## src/rtl/dmem_arb_pkg.sv

```systemverilog
// rtl/dmem_arb_pkg.sv - shared types and default widths for the data-memory arbiter
package dmem_arb_pkg;
    localparam int DMEM_ADDR_W = 8;
    localparam int DMEM_DATA_W = 8;

    typedef enum logic [1:0] {
        OWN_NONE = 2'd0,
        OWN_P0   = 2'd1,
        OWN_P1   = 2'd2
    } owner_t;
endpackage

```

## src/rtl/dmem_arbiter_if.sv

```systemverilog
// rtl/dmem_arbiter_if.sv - requester ports and memory-side bus of the data-memory arbiter
// Optional LOCK1 signal present only when DMEM_ARB_LOCK_EN is defined.
interface dmem_arbiter_if
    import dmem_arb_pkg::*;
#(
    parameter int ADDR_W = DMEM_ADDR_W,
    parameter int DATA_W = DMEM_DATA_W
) ();
    logic              REQ0;
    logic              REQ1;
    logic              WE0;
    logic              WE1;
    logic [ADDR_W-1:0] ADDR0;
    logic [ADDR_W-1:0] ADDR1;
    logic [DATA_W-1:0] WDATA0;
    logic [DATA_W-1:0] WDATA1;
    logic              GNT0;
    logic              GNT1;
    logic [DATA_W-1:0] RDATA0;
    logic [DATA_W-1:0] RDATA1;
    logic              STALL0;
    logic [ADDR_W-1:0] MEM_ADDR;
    logic [DATA_W-1:0] MEM_WDATA;
    logic              MEM_WE;
    logic [DATA_W-1:0] MEM_RDATA;
`ifdef DMEM_ARB_LOCK_EN
    logic              LOCK1;
`endif

    modport slave (
        input  REQ0, REQ1, WE0, WE1, ADDR0, ADDR1, WDATA0, WDATA1, MEM_RDATA,
`ifdef DMEM_ARB_LOCK_EN
        input  LOCK1,
`endif
        output GNT0, GNT1, RDATA0, RDATA1, STALL0, MEM_ADDR, MEM_WDATA, MEM_WE
    );

    modport master (
        output REQ0, REQ1, WE0, WE1, ADDR0, ADDR1, WDATA0, WDATA1, MEM_RDATA,
`ifdef DMEM_ARB_LOCK_EN
        output LOCK1,
`endif
        input  GNT0, GNT1, RDATA0, RDATA1, STALL0, MEM_ADDR, MEM_WDATA, MEM_WE
    );
endinterface

```

## src/rtl/dmem_arb_pick.sv

```systemverilog
// rtl/dmem_arb_pick.sv - combinational round-robin grant decision with burst limit and P1 lock
module dmem_arb_pick
    import dmem_arb_pkg::*;
#(
    parameter int CNT_W     = 3,
    parameter int BURST_MAX = 4
) (
    input  logic             req0,
    input  logic             req1,
    input  owner_t           owner_q,
    input  logic [CNT_W-1:0] cnt_q,
    input  owner_t           last_q,
    input  logic             lock,
    output logic             gnt0,
    output logic             gnt1
);
    localparam logic [CNT_W-1:0] CNT_MAX = CNT_W'(BURST_MAX);

    always_comb begin
        gnt0 = 1'b0;
        gnt1 = 1'b0;
        if (req0 && !req1) begin
            gnt0 = 1'b1;
        end else if (req1 && !req0) begin
            gnt1 = 1'b1;
        end else if (req0 && req1) begin
            // Contention: the current owner keeps the memory until its burst is spent.
            case (owner_q)
                OWN_P0: begin
                    if (cnt_q < CNT_MAX) gnt0 = 1'b1;
                    else                 gnt1 = 1'b1;
                end
                OWN_P1: begin
                    if (lock || cnt_q < CNT_MAX) gnt1 = 1'b1;
                    else                         gnt0 = 1'b1;
                end
                default: begin
                    if (last_q == OWN_P1) gnt0 = 1'b1;
                    else                  gnt1 = 1'b1;
                end
            endcase
        end
    end
endmodule

```

## src/rtl/dmem_arbiter.sv

```systemverilog
// rtl/dmem_arbiter.sv - round-robin, burst-bounded arbiter sharing one data memory between two masters
// Optional feature: DMEM_ARB_LOCK_EN adds LOCK1 so an owning P1 ignores the burst limit.
module dmem_arbiter
    import dmem_arb_pkg::*;
#(
    parameter int ADDR_W    = DMEM_ADDR_W,
    parameter int DATA_W    = DMEM_DATA_W,
    parameter int BURST_MAX = 4
) (
    input  logic          CLK,
    input  logic          RESET,
    dmem_arbiter_if.slave bus
);
    localparam int               CNT_W   = $clog2(BURST_MAX + 1);
    localparam logic [CNT_W-1:0] CNT_MAX = CNT_W'(BURST_MAX);

    owner_t            owner_q, owner_d;
    owner_t            last_q, last_d;
    logic [CNT_W-1:0]  cnt_q, cnt_d;
    logic              pick0, pick1;
    logic              gnt0, gnt1;
    logic              lock;
    logic [ADDR_W-1:0] mem_addr;
    logic [DATA_W-1:0] mem_wdata;
    logic              mem_we;

`ifdef DMEM_ARB_LOCK_EN
    assign lock = bus.LOCK1;
`else
    assign lock = 1'b0;
`endif

    dmem_arb_pick #(
        .CNT_W     (CNT_W),
        .BURST_MAX (BURST_MAX)
    ) u_pick (
        .req0    (bus.REQ0),
        .req1    (bus.REQ1),
        .owner_q (owner_q),
        .cnt_q   (cnt_q),
        .last_q  (last_q),
        .lock    (lock),
        .gnt0    (pick0),
        .gnt1    (pick1)
    );

    // Reset silences every grant, so the memory sees no access while RESET is high.
    assign gnt0 = pick0 & ~RESET;
    assign gnt1 = pick1 & ~RESET;

    always_ff @(posedge CLK) begin
        if (RESET) begin
            owner_q <= OWN_NONE;
            cnt_q   <= '0;
            last_q  <= OWN_P1;
        end else begin
            owner_q <= owner_d;
            cnt_q   <= cnt_d;
            last_q  <= last_d;
        end
    end

    always_comb begin
        owner_d = OWN_NONE;
        cnt_d   = '0;
        last_d  = last_q;
        if (gnt0 || gnt1) begin
            owner_d = gnt0 ? OWN_P0 : OWN_P1;
            last_d  = owner_d;
            if (owner_q == owner_d) cnt_d = (cnt_q == CNT_MAX) ? CNT_MAX : cnt_q + CNT_W'(1);
            else                    cnt_d = CNT_W'(1);
        end
    end

    always_comb begin
        mem_addr  = '0;
        mem_wdata = '0;
        mem_we    = 1'b0;
        if (gnt0) begin
            mem_addr  = bus.ADDR0;
            mem_wdata = bus.WDATA0;
            mem_we    = bus.WE0;
        end else if (gnt1) begin
            mem_addr  = bus.ADDR1;
            mem_wdata = bus.WDATA1;
            mem_we    = bus.WE1;
        end
    end

    assign bus.MEM_ADDR  = mem_addr;
    assign bus.MEM_WDATA = mem_wdata;
    assign bus.MEM_WE    = mem_we;
    assign bus.GNT0      = gnt0;
    assign bus.GNT1      = gnt1;
    assign bus.STALL0    = bus.REQ0 & ~gnt0 & ~RESET;
    assign bus.RDATA0    = gnt0 ? bus.MEM_RDATA : '0;
    assign bus.RDATA1    = gnt1 ? bus.MEM_RDATA : '0;
endmodule

```

## src/flat_wrapper.sv

```systemverilog
// flat-port wrapper written by rule: the top's interface ports become plain ports
module dmem_arbiter_flat import dmem_arb_pkg::*;
#(
    parameter int ADDR_W    = DMEM_ADDR_W,
    parameter int DATA_W    = DMEM_DATA_W,
    parameter int BURST_MAX = 4
)
  (CLK, RESET, bus_REQ0, bus_REQ1, bus_WE0, bus_WE1, bus_ADDR0, bus_ADDR1, bus_WDATA0, bus_WDATA1, bus_MEM_RDATA, bus_GNT0, bus_GNT1, bus_RDATA0, bus_RDATA1, bus_STALL0, bus_MEM_ADDR, bus_MEM_WDATA, bus_MEM_WE);
  dmem_arbiter_if #(.ADDR_W(ADDR_W), .DATA_W(DATA_W)) bus_i ();
  input  logic CLK;
  input  logic RESET;
  input wire logic [$bits(bus_i.REQ0)-1:0] bus_REQ0;
  input wire logic [$bits(bus_i.REQ1)-1:0] bus_REQ1;
  input wire logic [$bits(bus_i.WE0)-1:0] bus_WE0;
  input wire logic [$bits(bus_i.WE1)-1:0] bus_WE1;
  input wire logic [$bits(bus_i.ADDR0)-1:0] bus_ADDR0;
  input wire logic [$bits(bus_i.ADDR1)-1:0] bus_ADDR1;
  input wire logic [$bits(bus_i.WDATA0)-1:0] bus_WDATA0;
  input wire logic [$bits(bus_i.WDATA1)-1:0] bus_WDATA1;
  input wire logic [$bits(bus_i.MEM_RDATA)-1:0] bus_MEM_RDATA;
  output wire logic [$bits(bus_i.GNT0)-1:0] bus_GNT0;
  output wire logic [$bits(bus_i.GNT1)-1:0] bus_GNT1;
  output wire logic [$bits(bus_i.RDATA0)-1:0] bus_RDATA0;
  output wire logic [$bits(bus_i.RDATA1)-1:0] bus_RDATA1;
  output wire logic [$bits(bus_i.STALL0)-1:0] bus_STALL0;
  output wire logic [$bits(bus_i.MEM_ADDR)-1:0] bus_MEM_ADDR;
  output wire logic [$bits(bus_i.MEM_WDATA)-1:0] bus_MEM_WDATA;
  output wire logic [$bits(bus_i.MEM_WE)-1:0] bus_MEM_WE;
  assign bus_i.REQ0 = bus_REQ0;
  assign bus_i.REQ1 = bus_REQ1;
  assign bus_i.WE0 = bus_WE0;
  assign bus_i.WE1 = bus_WE1;
  assign bus_i.ADDR0 = bus_ADDR0;
  assign bus_i.ADDR1 = bus_ADDR1;
  assign bus_i.WDATA0 = bus_WDATA0;
  assign bus_i.WDATA1 = bus_WDATA1;
  assign bus_i.MEM_RDATA = bus_MEM_RDATA;
  assign bus_GNT0 = bus_i.GNT0;
  assign bus_GNT1 = bus_i.GNT1;
  assign bus_RDATA0 = bus_i.RDATA0;
  assign bus_RDATA1 = bus_i.RDATA1;
  assign bus_STALL0 = bus_i.STALL0;
  assign bus_MEM_ADDR = bus_i.MEM_ADDR;
  assign bus_MEM_WDATA = bus_i.MEM_WDATA;
  assign bus_MEM_WE = bus_i.MEM_WE;
  dmem_arbiter #(.ADDR_W(ADDR_W), .DATA_W(DATA_W), .BURST_MAX(BURST_MAX)) u_core (.CLK(CLK), .RESET(RESET), .bus(bus_i));
endmodule
```

## config.mk

```make
export PLATFORM = sky130hd
export DESIGN_NAME = dmem_arbiter_flat
export DESIGN_NICKNAME = d
export VERILOG_FILES = /design/src/rtl/dmem_arb_pkg.sv /design/src/rtl/dmem_arbiter_if.sv /design/src/rtl/dmem_arb_pick.sv /design/src/rtl/dmem_arbiter.sv /design/src/flat_wrapper.sv
export SDC_FILE = /design/constraint.sdc
export NUM_CORES = 1
export LEC_CHECK = 0
export ABC_AREA = 1
export CORE_MARGIN = 10
export CORE_UTILIZATION = 30
export DETAILED_ROUTE_END_ITERATION = 12
export GPL_TIMING_DRIVEN = 0
export PLACE_DENSITY = 0.85
export SLEW_MARGIN = 5
export SYNTH_ARGS = -nofsm -noshare
export SYNTH_HDL_FRONTEND = slang
export SYNTH_HIERARCHICAL = 1
export SYNTH_SLANG_ARGS = --single-unit
```

## constraint.sdc

```tcl
create_clock -name CLK -period 5.4 [get_ports CLK]
set_input_delay 1.62 -clock CLK [delete_from_list [all_inputs] [get_ports CLK]]
set_output_delay 1.62 -clock CLK [all_outputs]
set_load 0.01 [all_outputs]
```

Word level (Yosys, flattened, before mapping)
Index checks and enable logic that the tools add are counted.

word-level totals
  flip-flop bits (word level) = 7

cells by class
  multiplexer cells = 23
  bitwise logic cells = 8
  equality and inequality tests = 5
  $add $sub $neg = 1
  reduce and logical (&&, ||, !) cells = 9
  $lt $le $gt $ge = 1

operators with widths
  cell                 count
  $mux 8               6
  $mux 1               13
  $and 1x1->1          4
  $eq 2x2->1 const B   2
  $not 1->1            4
  $pmux 1 s2           2
  $reduce_or 4->1      1
  $add 3x1->3 const B  1
  $eq 3x3->1 const B   1
  $logic_and 1x1->1    3
  $lt 3x3->1 const B   1
  $mux 3               1
  $reduce_or 3->1      1
  $eq 2x1->1 const B   1
  $eq 2x2->1           1
  $logic_not 1->1      2
  $mux 2               1
  $reduce_or 2->1      1
  $logic_or 1x1->1     1

Longest topological paths before layout
  depth after elaboration = 11
  mapped depth = 14
  gate-level depth less buffers = 13

By module
Netlist, hierarchy kept.

by module, submodules not included
  module         cells each  sequential area each (µm²)  area each (µm²)  instances
  dmem_arbiter   126         140.1                       644.4            1
  dmem_arb_pick  22          0.0                         115.1            1

Least setup slack after synthesis
No wires, ideal clock.

  path kind = input -> output
  start = in bus_REQ1
  end = out bus_MEM_ADDR[0]
  data arrival time = 2470 ps
  data required time = 3780 ps
  stages on the path = 11
  setup slack = 1310 ps
  cell sequence = inv_2 nor2_2 nand2_1 o21ai_1 nand2_2 inv_2 nand2_2 inv_4 buf_6 nand2_1 nand2_1

between the ends
  cells in the longest elaborated chain, start to end = 7
  elaborated cells on any way between the ends = 14
  those cells by class = mux: 8; bitwise: 2; reduce/logical: 4

RTL lines
  item                RTL line             source
  start: declaration  flat_wrapper.sv:13   input wire logic [$bits(bus_i.REQ1)-1:0] bus_REQ1;
  $logic_and 1x1->1   dmem_arb_pick.sv:26  end else if (req0 && req1) begin
  $mux 1              dmem_arb_pick.sv:26
  $mux 1              dmem_arb_pick.sv:24  end else if (req1 && !req0) begin
  $mux 1 (*)          dmem_arb_pick.sv:22  if (req0 && !req1) begin
  via u_core.pick1    dmem_arbiter.sv:20   logic pick0, pick1;
  $and 1x1->1 (*)     dmem_arbiter.sv:49   assign gnt1 = pick1 & ~RESET;
  via bus_GNT1        flat_wrapper.sv:22   output wire logic [$bits(bus_i.GNT1)-1:0] bus_GNT1;
  $mux 8 (*)          dmem_arbiter.sv:83   end else if (gnt1) begin
  $mux 8 (*)          dmem_arbiter.sv:79   if (gnt0) begin
  end: declaration    flat_wrapper.sv:26   output wire logic [$bits(bus_i.MEM_ADDR)-1:0] bus_MEM_ADDR;

The timed path passes the listed nets; every way through them passes the cells marked *.

Worst setup path after layout
  start = in bus_REQ1
  end = out bus_MEM_ADDR[6]

between the ends
  cells in the longest elaborated chain, start to end = 7
  elaborated cells on any way between the ends = 14
  those cells by class = mux: 8; bitwise: 2; reduce/logical: 4

RTL lines
  item               RTL line
  $logic_and 1x1->1  dmem_arb_pick.sv:26
  $mux 1             dmem_arb_pick.sv:26
  $mux 1             dmem_arb_pick.sv:24
  $mux 1 (*)         dmem_arb_pick.sv:22
  via u_core.pick1   dmem_arbiter.sv:20
  $and 1x1->1 (*)    dmem_arbiter.sv:49
  $mux 8 (*)         dmem_arbiter.sv:83
  $mux 8 (*)         dmem_arbiter.sv:79

Marked as above.

==> flow_summary.yaml <==
status:
  outcome: "completed"
place:
  dpl-instance-area_um2: 1612
  dp.cells: 260
  port_buffers: 81
  post-place-ws_ps: 214.7
  dp_hpwl_um: 2599
  place_congestion: 0.7019
power_and_ir_drop:
  leakagePower_uw: 0.0008140
  irDropWorstVdd_v: 0.00009587
  seq_power_share_pct: 24.2
  switchingPower_uw: 77.70
  pwr-share-comb_pct: 57.5
  power_density_nw_per_um2: 148.0
  p_int_uw: 164.7
  clkPwrFrac_pct: 18.3
  swShare_pct: 32.06
yosys:
  synth_xor_area_share_pct: 1.153
  syn-instance-count: 148
  syn-cell-area_um2: 759.5
  ys.flop_type: "dfxtp_1"
  synthDominantCellAreaShare_pct: 33.61
  synth_top_family_by_area: "simple AND/OR/NAND/NOR gates"
  ys_async_sr_fraction_pct: 0
  ys_types: 19
  yosys_warnings: 6
  muxShareOfSynthArea_pct: 0
  synth_most_common_cell: "nand2_1"
  synth-simple-area-share_pct: 51.07
  synth_edf_count: 0
  synthAdderAreaFrac_pct: 6.590
  yosys-top-cells-count: "68 x nand2_1, 23 x nor2_1, 21 x inv_1"
  syn_avg_cell_area_um2: 5.132
  synth_compound_area_share_pct: 4.448
  ys_ff_latch: 7
  yosys.area.top_type: "nand2_1"
  synth.area.top_cells: "nand2_1 34%, dfxtp_1 18%, nor2_1 11%, inv_1 10%, ha_1 6.6%"
  seq_area_frac_synth_pct: 18.45
timing:
  hold_viol_final: 0
  setup_viol: 0
  hold_slack_ps: 482.4
  tns_ps: 0
  max_freq_ghz: 0.1936
  rsz0062_at_grt: "no"
  period_minus_slack_ps: 5165
  clock_skew_ps: 0.4413
  post-route-period-util_pct: 95.65
  drv_slew: 0
  setup_slack_ps: 234.8
worst_setup_path:
  cp_data_required_time_ps: 3780
  crit_type: "input port to primary output"
  ff2ff_setup_slack_ps: 3520
  cp-end-kind: "primary output"
  arrival_ps: 3550
  start_kind: "input port"
  cp_max_fo: 10
finish:
  final_area_um2: 1638
  areaGrowthSynthToFinish_pct: 115.7
  antenna_cells: 0
  drive_gt1_share_pct: 7.692
  stdcell_count: 264
  fin_nets: 285
  n_fill_cell: 230
routing:
  drc_errors: 0
  firstDrtPassIters: 4
  drt_iter0_markers: 33
  vias: 1101
  drt_wl_total_um: 2884
  post_drt_wl_per_cell_um: 10.92
  viasPerCell: 4.170
  ant_nets: 0
die:
  die_height_um: 70.32
  fp.dieArea_um2: 4944
  core.rowCount: 18
  start_util_pct: 30.94
  core_area_um2: 2455
  io_pins: 82
  die_x_um: 70.32
clock_tree:
  cts.path.max_buffers: 2
  postCtsHoldBufs: 0
  numCtsBuffers: 3
  cts_tree: "built"
  clock_sinks: 7
  cts-root-buf: "clkbuf_4"
  htreeDepth: 1
  clk_latency_ps: 240
  postCtsSetupRepairBufs: 0
  clk_pin_slew_ps: 50
  cts_resized: 0
global_route:
  grt_first_pass_wirelength_um: 5147
  grtUsageTotal_pct: 12.23
  grt_overflow: 0
  grt_max_degree: 11
  grt_pass1_vias: 1225
  antenna_found_initial: 0
flow_run:
  drv_cap: 0
hold_path:
  worstHoldPathType: "register to register"
## cell usage in the layout, fill, tap and decap left out, types with 2 or more instances in the layout
master	n
nand3_1	3
conb_1	2
nand2_2	3
nor2_2	2
clkdlybuf4s50_1	81
nand2_1	68
inv_1	21
dfxtp_1	7
clkbuf_4	3
a21oi_1	2
ha_1	4
o21ai_1	2
buf_4	3
nor2_1	23
inv_2	3
## state kept, by name, summed over array words and instances (netlist names)
name and flops:
u_core/cnt_q 3, u_core/last_q 2, u_core/owner_q 2
## worst max-delay path: stages
cell	delay (ps)
clkdlybuf4s50_1	470
inv_2	40
nor2_2	130
nand2_1	60
o21ai_1	110
nand2_2	90
inv_2	70
nand2_2	60
inv_4	100
buf_6	140
nand2_1	50
nand2_1	50
clkdlybuf4s50_1	550
## final cells by class
cell class | instances | area (um2) | share of cell area (%)
Timing Repair Buffer | 81 | 810.8 | 49.50
Tap cell | 30 | 37.54 | 2.292
Inverter | 25 | 96.34 | 5.882
Sequential cell | 7 | 140.1 | 8.556
Clock buffer | 4 | 26.28 | 1.604
Buffer | 5 | 38.79 | 2.368
Multi-Input combinational cell | 112 | 488.0 | 29.79
## final timing paths
check | endpoint | cells past startpoint | from
setup reg to reg | u_core/cnt_q[1] | 12 | u_core/owner_q[0]
hold / removal | u_core/last_q[1] | 2 | u_core/last_q[1]
hold reg to reg | u_core/last_q[1] | 2 | u_core/last_q[1]
setup / recovery | bus_MEM_ADDR[6] | 13 | bus_REQ1
## metrics by stage
| step | total power (uW) | util, % |
|---|---|---|
| after floorplan | 118.8 | - |
| after global placement | 198.7 | 65.65 |
| after detailed placement | 200.9 | 65.65 |
| after CTS | 247.1 | 66.72 |
| after global routing | 267.8 | 66.72 |
| final | 242.4 | 66.72 |
## metal layers
| layer | vias to the layer above | GRT usage, % | share of wire, % |
|---|---|---|---|
| li1 | 596 | - | - |
| met1 | 438 | 12.21 | 39 |
| met2 | 61 | 19.56 | 42 |
| met3 | 6 | 7.910 | 16 |
| met4 | 0 | 5.263 | 2.2 |
| met5 | - | 0 | 0 |
## power groups by stage
| stage | sequential [uW] | clock (uW) | combinational [uW] |
|---|---|---|---|
| after floorplan | 59.2 | 0 | 59.6 |
| after global placement | 59.6 | 0 | 139 |
| after detailed placement | 59.7 | 0 | 141 |
| after CTS | 58.6 | 46.7 | 142 |
| after global routing | 59.2 | 52.2 | 156 |
| final | 58.7 | 44.4 | 139 |
## kinds of logic (layout without fill, tap and decap cells)
family / count (synthesis) / count (layout)
XOR/XNOR: 1 / 1
other: 1 / 2
buffers and inverters: 30 / 115
AO/OA/AOI/OAI: 6 / 6
adder cells (fa/ha/maj): 4 / 4
flip-flops: 7 / 7
AND/OR/NAND/NOR: 99 / 99
No activity file was read; power rests on OpenSTA's default activity.
